<file path="src/rtl/m68k_bus_ctrl.sv">
// Bus controller between the 68000 soft core and the on-chip boot ROM.
// Decodes core cycles, sequences ROM reads and terminates each cycle with DTACK or BERR.
module m68k_bus_ctrl #(
    parameter logic [31:0] ROM_BASE       = 32'h0000_0000,
    parameter int          ROM_AW         = 11,
    parameter int          ROM_LATENCY    = 1,
    parameter int          TIMEOUT_CYCLES = 64
) (
    input  logic        clk,
    input  logic        reset_n,
    input  logic [31:0] cpu_addr,
    input  logic        cpu_as_n,
    input  logic        cpu_uds_n,
    input  logic        cpu_lds_n,
    input  logic        cpu_rw,
    output logic [15:0] cpu_data_in,
    output logic        cpu_dtack_n,
    output logic        cpu_berr_n,
    output logic [31:0] rom_addr,
    output logic        rom_enable,
    input  logic [15:0] rom_data,
    input  logic        rom_berr
);

    typedef enum logic [2:0] {
        ST_IDLE = 3'd0,
        ST_WAIT = 3'd1,
        ST_ACK  = 3'd2,
        ST_BERR = 3'd3,
        ST_MISS = 3'd4
    } state_t;

    localparam logic [3:0] LAT_C = 4'(ROM_LATENCY);
    localparam logic [9:0] TMO_C = 10'(TIMEOUT_CYCLES);

    state_t      state_r;
    logic [3:0]  cnt_r;
    logic [9:0]  tcnt_r;
    logic        start_s;
    logic        hit_s;

    assign start_s = ~cpu_as_n & (~cpu_uds_n | ~cpu_lds_n);
    assign hit_s   = (cpu_addr[31:ROM_AW] == ROM_BASE[31:ROM_AW]);

    // Cycle sequencer; cnt_r counts down the ROM latency so capture lands ROM_LATENCY+1 edges after the start.
    always_ff @(posedge clk or negedge reset_n) begin
        if (!reset_n) begin
            state_r     <= ST_IDLE;
            cnt_r       <= 4'd0;
            tcnt_r      <= 10'd0;
            cpu_data_in <= 16'h0000;
            cpu_dtack_n <= 1'b1;
            cpu_berr_n  <= 1'b1;
            rom_addr    <= 32'h0000_0000;
            rom_enable  <= 1'b0;
        end else begin
            case (state_r)
                ST_IDLE: begin
                    if (start_s) begin
                        if (hit_s) begin
                            if (cpu_rw) begin
                                state_r    <= ST_WAIT;
                                rom_addr   <= cpu_addr;
                                rom_enable <= 1'b1;
                                cnt_r      <= LAT_C;
                            end else begin
                                state_r    <= ST_BERR;
                                cpu_berr_n <= 1'b0;
                            end
                        end else begin
                            state_r <= ST_MISS;
                            tcnt_r  <= 10'd1;
                        end
                    end else begin
                        state_r <= ST_IDLE;
                    end
                end
                ST_WAIT: begin
                    if (cpu_as_n) begin
                        state_r    <= ST_IDLE;
                        rom_enable <= 1'b0;
                        cnt_r      <= 4'd0;
                    end else if (cnt_r == 4'd0) begin
                        cpu_data_in <= rom_data;
                        rom_enable  <= 1'b0;
                        if (rom_berr) begin
                            state_r    <= ST_BERR;
                            cpu_berr_n <= 1'b0;
                        end else begin
                            state_r     <= ST_ACK;
                            cpu_dtack_n <= 1'b0;
                        end
                    end else begin
                        cnt_r <= cnt_r - 4'd1;
                    end
                end
                ST_ACK: begin
                    if (cpu_as_n) begin
                        state_r     <= ST_IDLE;
                        cpu_dtack_n <= 1'b1;
                    end else begin
                        state_r <= ST_ACK;
                    end
                end
                ST_BERR: begin
                    if (cpu_as_n) begin
                        state_r    <= ST_IDLE;
                        cpu_berr_n <= 1'b1;
                    end else begin
                        state_r <= ST_BERR;
                    end
                end
                ST_MISS: begin
                    // An AS negation on the timeout edge still counts as the core giving up first.
                    if (cpu_as_n) begin
                        state_r <= ST_IDLE;
                        tcnt_r  <= 10'd0;
                    end else if (tcnt_r == TMO_C) begin
                        state_r    <= ST_BERR;
                        cpu_berr_n <= 1'b0;
                        tcnt_r     <= 10'd0;
                    end else begin
                        tcnt_r <= tcnt_r + 10'd1;
                    end
                end
                default: begin
                    state_r     <= ST_IDLE;
                    cnt_r       <= 4'd0;
                    tcnt_r      <= 10'd0;
                    cpu_dtack_n <= 1'b1;
                    cpu_berr_n  <= 1'b1;
                    rom_enable  <= 1'b0;
                end
            endcase
        end
    end

endmodule

</file>
<file path="config.mk">
export PLATFORM = sky130hd
export DESIGN_NAME = m68k_bus_ctrl
export DESIGN_NICKNAME = d
export VERILOG_FILES = /design/src/rtl/m68k_bus_ctrl.sv
export SDC_FILE = /design/constraint.sdc
export NUM_CORES = 1
export LEC_CHECK = 0
export BUFFER_PORTS_ARGS = -buffer_cell sky130_fd_sc_hd__buf_2
export CORE_MARGIN = 2
export CORE_UTILIZATION = 50
export CTS_CLUSTER_DIAMETER = 40
export DETAILED_ROUTE_END_ITERATION = 6
export PLACE_DENSITY = 0.83
export SLEW_MARGIN = 10
export SYNTH_ARGS = -nofsm -noshare
export SYNTH_HDL_FRONTEND = slang
export SYNTH_SLANG_ARGS = --single-unit
</file>
<file path="constraint.sdc">
create_clock -name clk -period 2.5 [get_ports clk]
set_input_delay 0.5 -clock clk [delete_from_list [all_inputs] [get_ports clk]]
set_output_delay 0.5 -clock clk [all_outputs]
set_load 0.05 [all_outputs]
</file>
==> results.toml, run 1 <==
[floorplan]
start_util = 0.518
dieArea_um2 = 6780
coreArea_um2 = 5920
ios = 106
rows = 28
die_y_um = 82.3
die-width_um = 82.3

[critical_path]
required_ns = 2.76
worst-setup-path-type = "input pin to flip-flop"
cp_slowest_cell = "or4_1"
arrival_ns = 2.48
worstReg2RegStart = "cnt_r[0]"
cpLargestDelayFamily = "simple AND/OR/NAND/NOR gates"
slowest_delay_ns = 0.54
crit_chain = "buf_2 -> or4_1 -> or4_1 -> buf_4 -> a2111oi_0 -> a2bb2oi_1"
crit_start = "cpu_addr[14]"
crit_buf_inv = 2
crit_fanout = 9
end_kind = "flip-flop"
worst_setup_path_start_kind = "input pin"
path_common_cell = "or4_1"

[layout]
synthToLayoutAreaGrowth_pct = 28.7
multi_input_area_um2 = 1250
diodes = 0
fin_nets = 432
final_common_cell = "buf_2"
regArea_um2 = 1700
fin_util = 0.667
fillerInstances = 447
finalInstanceArea_um2 = 3950
drive_gt1_frac = 0.444
layout_common_cells = "105 x buf_2, 66 x dfrtp_1, 23 x nor2b_1"

[cts]
max-clock-path-buffers = 2
cts_tree = "built"
cts_resized = 0
cts_setup_buffers = 0
path_clk_slew_ns = 0.07
cts_htree_levels = 3
insertion_delay_ns = 0.33
clock-sinks = 68
root_buffer = "clkbuf_8"
cts_made_buffers = 9
postCtsHoldBufs = 0

[detailed_routing]
route.detailed.drc = 0
routedWlPerCell_um = 14.6
viasPerCell = 5.44
vias = 2466
top_layer = "met4"
wirelength_um = 6600
wl_met3_um = 359
drtPass1Iterations = 4
ant_nets = 0
wl_met2_um = 3280
met1_length_um = 2910
drt-initial-drc-count = 109

[yosys]
synth_mux_area_frac = 0.120
synth-seq-area-share = 0.556
yosys.area_share.adder = 0.0163
ys_ff_latch = 68
synth-xor-area-share = 0.00286
synth_compound_area_frac = 0.113
synth_cell_type_count = 49
syn-cell-area_um2 = 3070
syn_inst = 260
synth-simple-area-share = 0.157
synth_top_family_by_area = "simple AND/OR/NAND/NOR gates"
ys_warn_count = 0
synth.avg_cell_area_um2 = 11.8
synth-edff-count = 0
async_flop_share = 1.00
syn-num-nets = 319
ys.flop_type = "dfrtp_1"

[placement]
dpl-instance-area_um2 = 3720
io_buffers = 105
hpwl_um = 4900
gp_congestion = 0.860
pre_cts_ws_ns = -0.0163

[hold_path]
min_path_type = "input pin to asynchronous set/reset pin"

[timing]
setup_viol = 0
fin_crit_ns = 2.22
slew_headroom = 0.684
fin_setup_tns_ns = 0
drv_slew = 0
setup_slack_ns = 0.281
worstMarginPinSlew_ns = 0.462
grt_setup_unrepaired = "no"
max_freq_mhz = 451
hold-worst-slack_ns = 0.177
skew_ns = 0.00553
finalHoldViolCount = 0
finalCritPeriodShare = 0.887

[global_routing]
grt_usage = 0.201
grt_overflow = 0
grt_pass1_vias = 2253
antenna_found_initial = 0
grt_pass1_wl_um = 10300
grt_max_degree = 40

[power]
ir_drop_v = 0.000544
powerDensity_nw_per_um2 = 1040
p_leak_nw = 2.08

[status]
status = "finished, final reports clean"

[job]
maxCapViolations = 0
## kinds of logic after synthesis
kind of cell / Yosys count
xor+xnor: 1
compound gates: 52
flops: 68
mux: 30
buf+inv: 24
simple gates: 81
fa+ha+maj: 4
## metal layers
layer,vias to the layer above,global-route usage
li1,1167,-
met1,1207,0.261
met2,87,0.325
met3,5,0.0489
met4,0,0.0750
met5,-,0
## area by class of cell
| class | count | share of cell area |
|---|---|---|
| Clock inverter | 6 | 0.0222 |
| Tap cell | 75 | 0.0238 |
| Multi-Input combinational cell | 168 | 0.318 |
| Timing Repair Buffer | 116 | 0.160 |
| Inverter | 10 | 0.00951 |
| Sequential cell | 68 | 0.432 |
| Clock buffer | 10 | 0.0349 |
## power by group
group / switching (mW) / total [mW] / internal (mW) / leakage [nW]
registers: 0.215 / 1.53 / 1.31 / 0.912
clock network: 0.409 / 0.998 / 0.589 / 0.116
logic: 1.01 / 1.58 / 0.567 / 1.05
## metrics by stage
step	power (mW)	instances
finish	4.10	453
global route	4.31	453
CTS	4.12	453
detailed placement	3.11	437
global placement	3.05	437
floorplan	2.67	260
## cells in the mapped netlist (2+ instances only)
library cell | number | area share
mux2i_1 | 2 | 0.0065
a31o_2 | 2 | 0.0057
nand4_1 | 2 | 0.0041
o22a_1 | 2 | 0.0057
nor2_1 | 7 | 0.0086
and3_1 | 5 | 0.010
nor2b_1 | 23 | 0.047
nand2b_1 | 2 | 0.0041
o2bb2ai_1 | 2 | 0.0057
ha_1 | 4 | 0.016
nor3_1 | 6 | 0.0098
o21ai_0 | 9 | 0.015
dfrtp_1 | 66 | 0.54
mux2_4 | 9 | 0.044
inv_1 | 10 | 0.012
dfstp_2 | 2 | 0.017
nand2_1 | 14 | 0.017
a31oi_1 | 14 | 0.029
a41oi_1 | 3 | 0.0086
or4_1 | 2 | 0.0049
a21oi_1 | 9 | 0.015
mux2_2 | 19 | 0.070
nand3_1 | 6 | 0.0098
buf_2 | 3 | 0.0049
o21a_1 | 2 | 0.0049
clkbuf_1 | 8 | 0.0098
nor4_1 | 4 | 0.0082
o32ai_1 | 2 | 0.0057
## path summary, 6_finish.rpt
check / end / slack [ns] / cells after the start
max in group asynchronous: cpu_data_in[9] / 1.95 / 2
min: tcnt_r[2] / 0.18 / 2
min reg2reg: tcnt_r[9] / 0.49 / 1
max reg2reg: cpu_berr_n / 0.38 / 7
min in group clk: rom_addr[10] / 0.39 / 2
max: cpu_berr_n / 0.28 / 6
## flip-flops by register name, summed over array words and instances (netlist names)
register     flops
cnt_r            4
state_r          3
cpu_dtack_n      1
tcnt_r          10
rom_addr        32
cpu_berr_n       1
cpu_data_in     16
rom_enable       1
Note: power is estimated with default switching activity, not from simulation.
==> run 2, diff against run 1 <==
ABC_AREA = 1   (was unset)
CORE_UTILIZATION = 51   (was 50)
==> run 2 against run 1 <==
Net effect: maximum frequency is 19% higher; worst hold slack got worse by 0.032 ns; total power increased by 1.5%; die area increased by 3.2%; sequential power fell by 4%; register-to-register slack better by 0.25 ns; wire length is 9.7% higher; non-clock buffer count is 9 lower; critical endpoint is now rom_addr[10]; largest power group unchanged; highest routed layer unchanged; combinational power up 9%.
==> results.toml, run 2 <==
[cts]
clock-sinks = 68
root_buffer = "clkbuf_8"
postCtsHoldBufs = 0
cts_tree = "built"
insertion_delay_ns = 0.34
cts_resized = 0
cts_made_buffers = 9
cts_setup_buffers = 0
path_clk_slew_ns = 0.07
cts_htree_levels = 3
max-clock-path-buffers = 2

[critical_path]
required_ns = 2.78
crit_buf_inv = 2
worst-setup-path-type = "flip-flop to flip-flop"
arrival_ns = 2.14
end_kind = "flip-flop"
cpLargestDelayFamily = "simple AND/OR/NAND/NOR gates"
slowest_delay_ns = 0.45
crit_chain = "nor2_2 -> nand2_1 -> inv_2 -> nand4_4 -> inv_2 -> nand2_1 -> nand2_1"
path_common_cell = "nand2_1"
crit_fanout = 32
cp_slowest_cell = "dfrtp_1"
worst_setup_path_start_kind = "flip-flop"

[layout]
synthToLayoutAreaGrowth_pct = 25.1
largest_reg_flops = 32
fin_nets = 527
layout_common_cells = "105 x buf_2, 88 x nand2_1, 66 x dfrtp_1"
drive_gt1_frac = 0.342
regArea_um2 = 1700
final_common_cell = "buf_2"
finalInstanceArea_um2 = 4050
fin_util = 0.648
layoutNonFillerInstCount = 550
multi_input_area_um2 = 1300
reg_top3 = "rom_addr x32, cpu_data_in x16, tcnt_r x10"
fillerInstances = 502
diodes = 0
registers.top_by_ff_count = "rom_addr"

[job]
maxCapViolations = 0

[placement]
dpl-instance-area_um2 = 3830
dp_cells = 534
io_buffers = 105
pre_cts_ws_ns = 0.387
gp_congestion = 0.924
hpwl_um = 5220

[floorplan]
die-width_um = 83.6
start_util = 0.518
ios = 106
dieArea_um2 = 6990
die_y_um = 83.6
rows = 29
coreArea_um2 = 6240

[timing]
setup_viol = 0
slew_headroom = 0.629
setup_slack_ns = 0.634
fin_setup_tns_ns = 0
hold-worst-slack_ns = 0.145
finalCritPeriodShare = 0.746
drv_slew = 0
skew_ns = 0.00791
grt_setup_unrepaired = "no"
worstMarginPinSlew_ns = 0.557
fin_crit_ns = 1.87
max_freq_mhz = 536
finalHoldViolCount = 0

[power]
pwr-share-seq = 0.352
p_leak_nw = 2.22
total_power_mw = 4.16
p_int_mw = 2.44
p_comb_frac = 0.413
p_switching_mw = 1.73
switching_share = 0.415
ir_drop_v = 0.000763
powerDensity_nw_per_um2 = 1030
p_clk_frac = 0.234

[yosys]
synth.most_common_cell = "nand2_1"
syn-cell-area_um2 = 3230
yosysTopAreaCell = "dfrtp_1"
async_flop_share = 1.00
ys_warn_count = 0
ys.flop_type = "dfrtp_1"
syn_inst = 356
synth_cell_type_count = 39
synth_top_area_share = 0.511
synth.avg_cell_area_um2 = 9.08
synth.area.top_cells = "dfrtp_1 51%, nand2_1 10%, nor2_1 5.8%"
yosys-top-cells-count = "88 x nand2_1, 66 x dfrtp_1, 50 x nor2_1, 39 x inv_1, 25 x nand3_1"
syn-num-nets = 415
synth-edff-count = 0
ys_ff_latch = 68
synth-seq-area-share = 0.527

[detailed_routing]
drtPass1Iterations = 4
viasPerCell = 5.06
vias = 2785
ant_nets = 0
routedWlPerCell_um = 13.2
drt-initial-drc-count = 143
route.detailed.drc = 0
wirelength_um = 7240

[global_routing]
grt_usage = 0.221
grt_pass1_wl_um = 12400
grt_overflow = 0
grt_max_degree = 46
grt_pass1_vias = 2694
antenna_found_initial = 0

[hold_path]
min_path_type = "input pin to asynchronous set/reset pin"

[status]
status = "finished, final reports clean"
## run 2: worst reg2reg max path, delay by kind of cell, from the launching register on
| family | cells | cell delay (ns) |
|---|---|---|
| buffers and inverters | 2 | 0.63 |
| DFF | 1 | 0.45 |
| and+or+nand+nor | 5 | 0.73 |
## run 2: per-layer routing
layer	track usage	wire length [um]	vias to the layer above
li1	-	-	1355
met1	0.264	2930	1314
met2	0.381	3690	102
met3	0.0574	436	14
met4	0.0880	191	0
met5	0	0	-
## run 2: worst paths after layout
path	startpoint	slack, ns	depth (start not counted)	endpoint
worst max-delay path	state_r[1]	0.63	7	rom_addr[10]
worst min-delay path	reset_n	0.15	1	cpu_data_in[8]
worst max register to register	state_r[1]	0.63	7	rom_addr[10]
worst min register to register	rom_addr[5]	0.48	2	rom_addr[5]
max in group asynchronous	reset_n	1.67	2	cpu_dtack_n
min in group clk	cpu_addr[7]	0.35	3	rom_addr[7]
## run 2: cells by family (layout without fill, tap and decap cells)
kind of cell | count (synthesis) | in the layout | share of synthesized area
and+or+nand+nor | 195 | 195 | 0.280
AOI/OAI and AO/OA | 19 | 19 | 0.0325
xor gates and xnor gates | 2 | 2 | 0.00542
buffers and inverters | 52 | 169 | 0.0720
adders and majority gates | 4 | 4 | 0.0155
DFF | 68 | 68 | 0.527
muxes | 16 | 16 | 0.0673
## run 2: final cells by class
type                       count  area share
clock buffer                  12      0.0359
clock inverter                 4      0.0179
inverter                      46      0.0439
multi-input combinational    236       0.320
sequential                    68       0.421
tap                           77      0.0238
timing repair buffer         107       0.137
## run 2: power by group through the flow
stage	Combinational, mW	Sequential [mW]	Clock, mW
finish	1.72	1.47	0.976
global route	1.84	1.49	1.06
CTS	1.72	1.47	1.00
detailed placement	1.70	1.49	0
global placement	1.67	1.47	0
floorplan	0.821	1.96	0
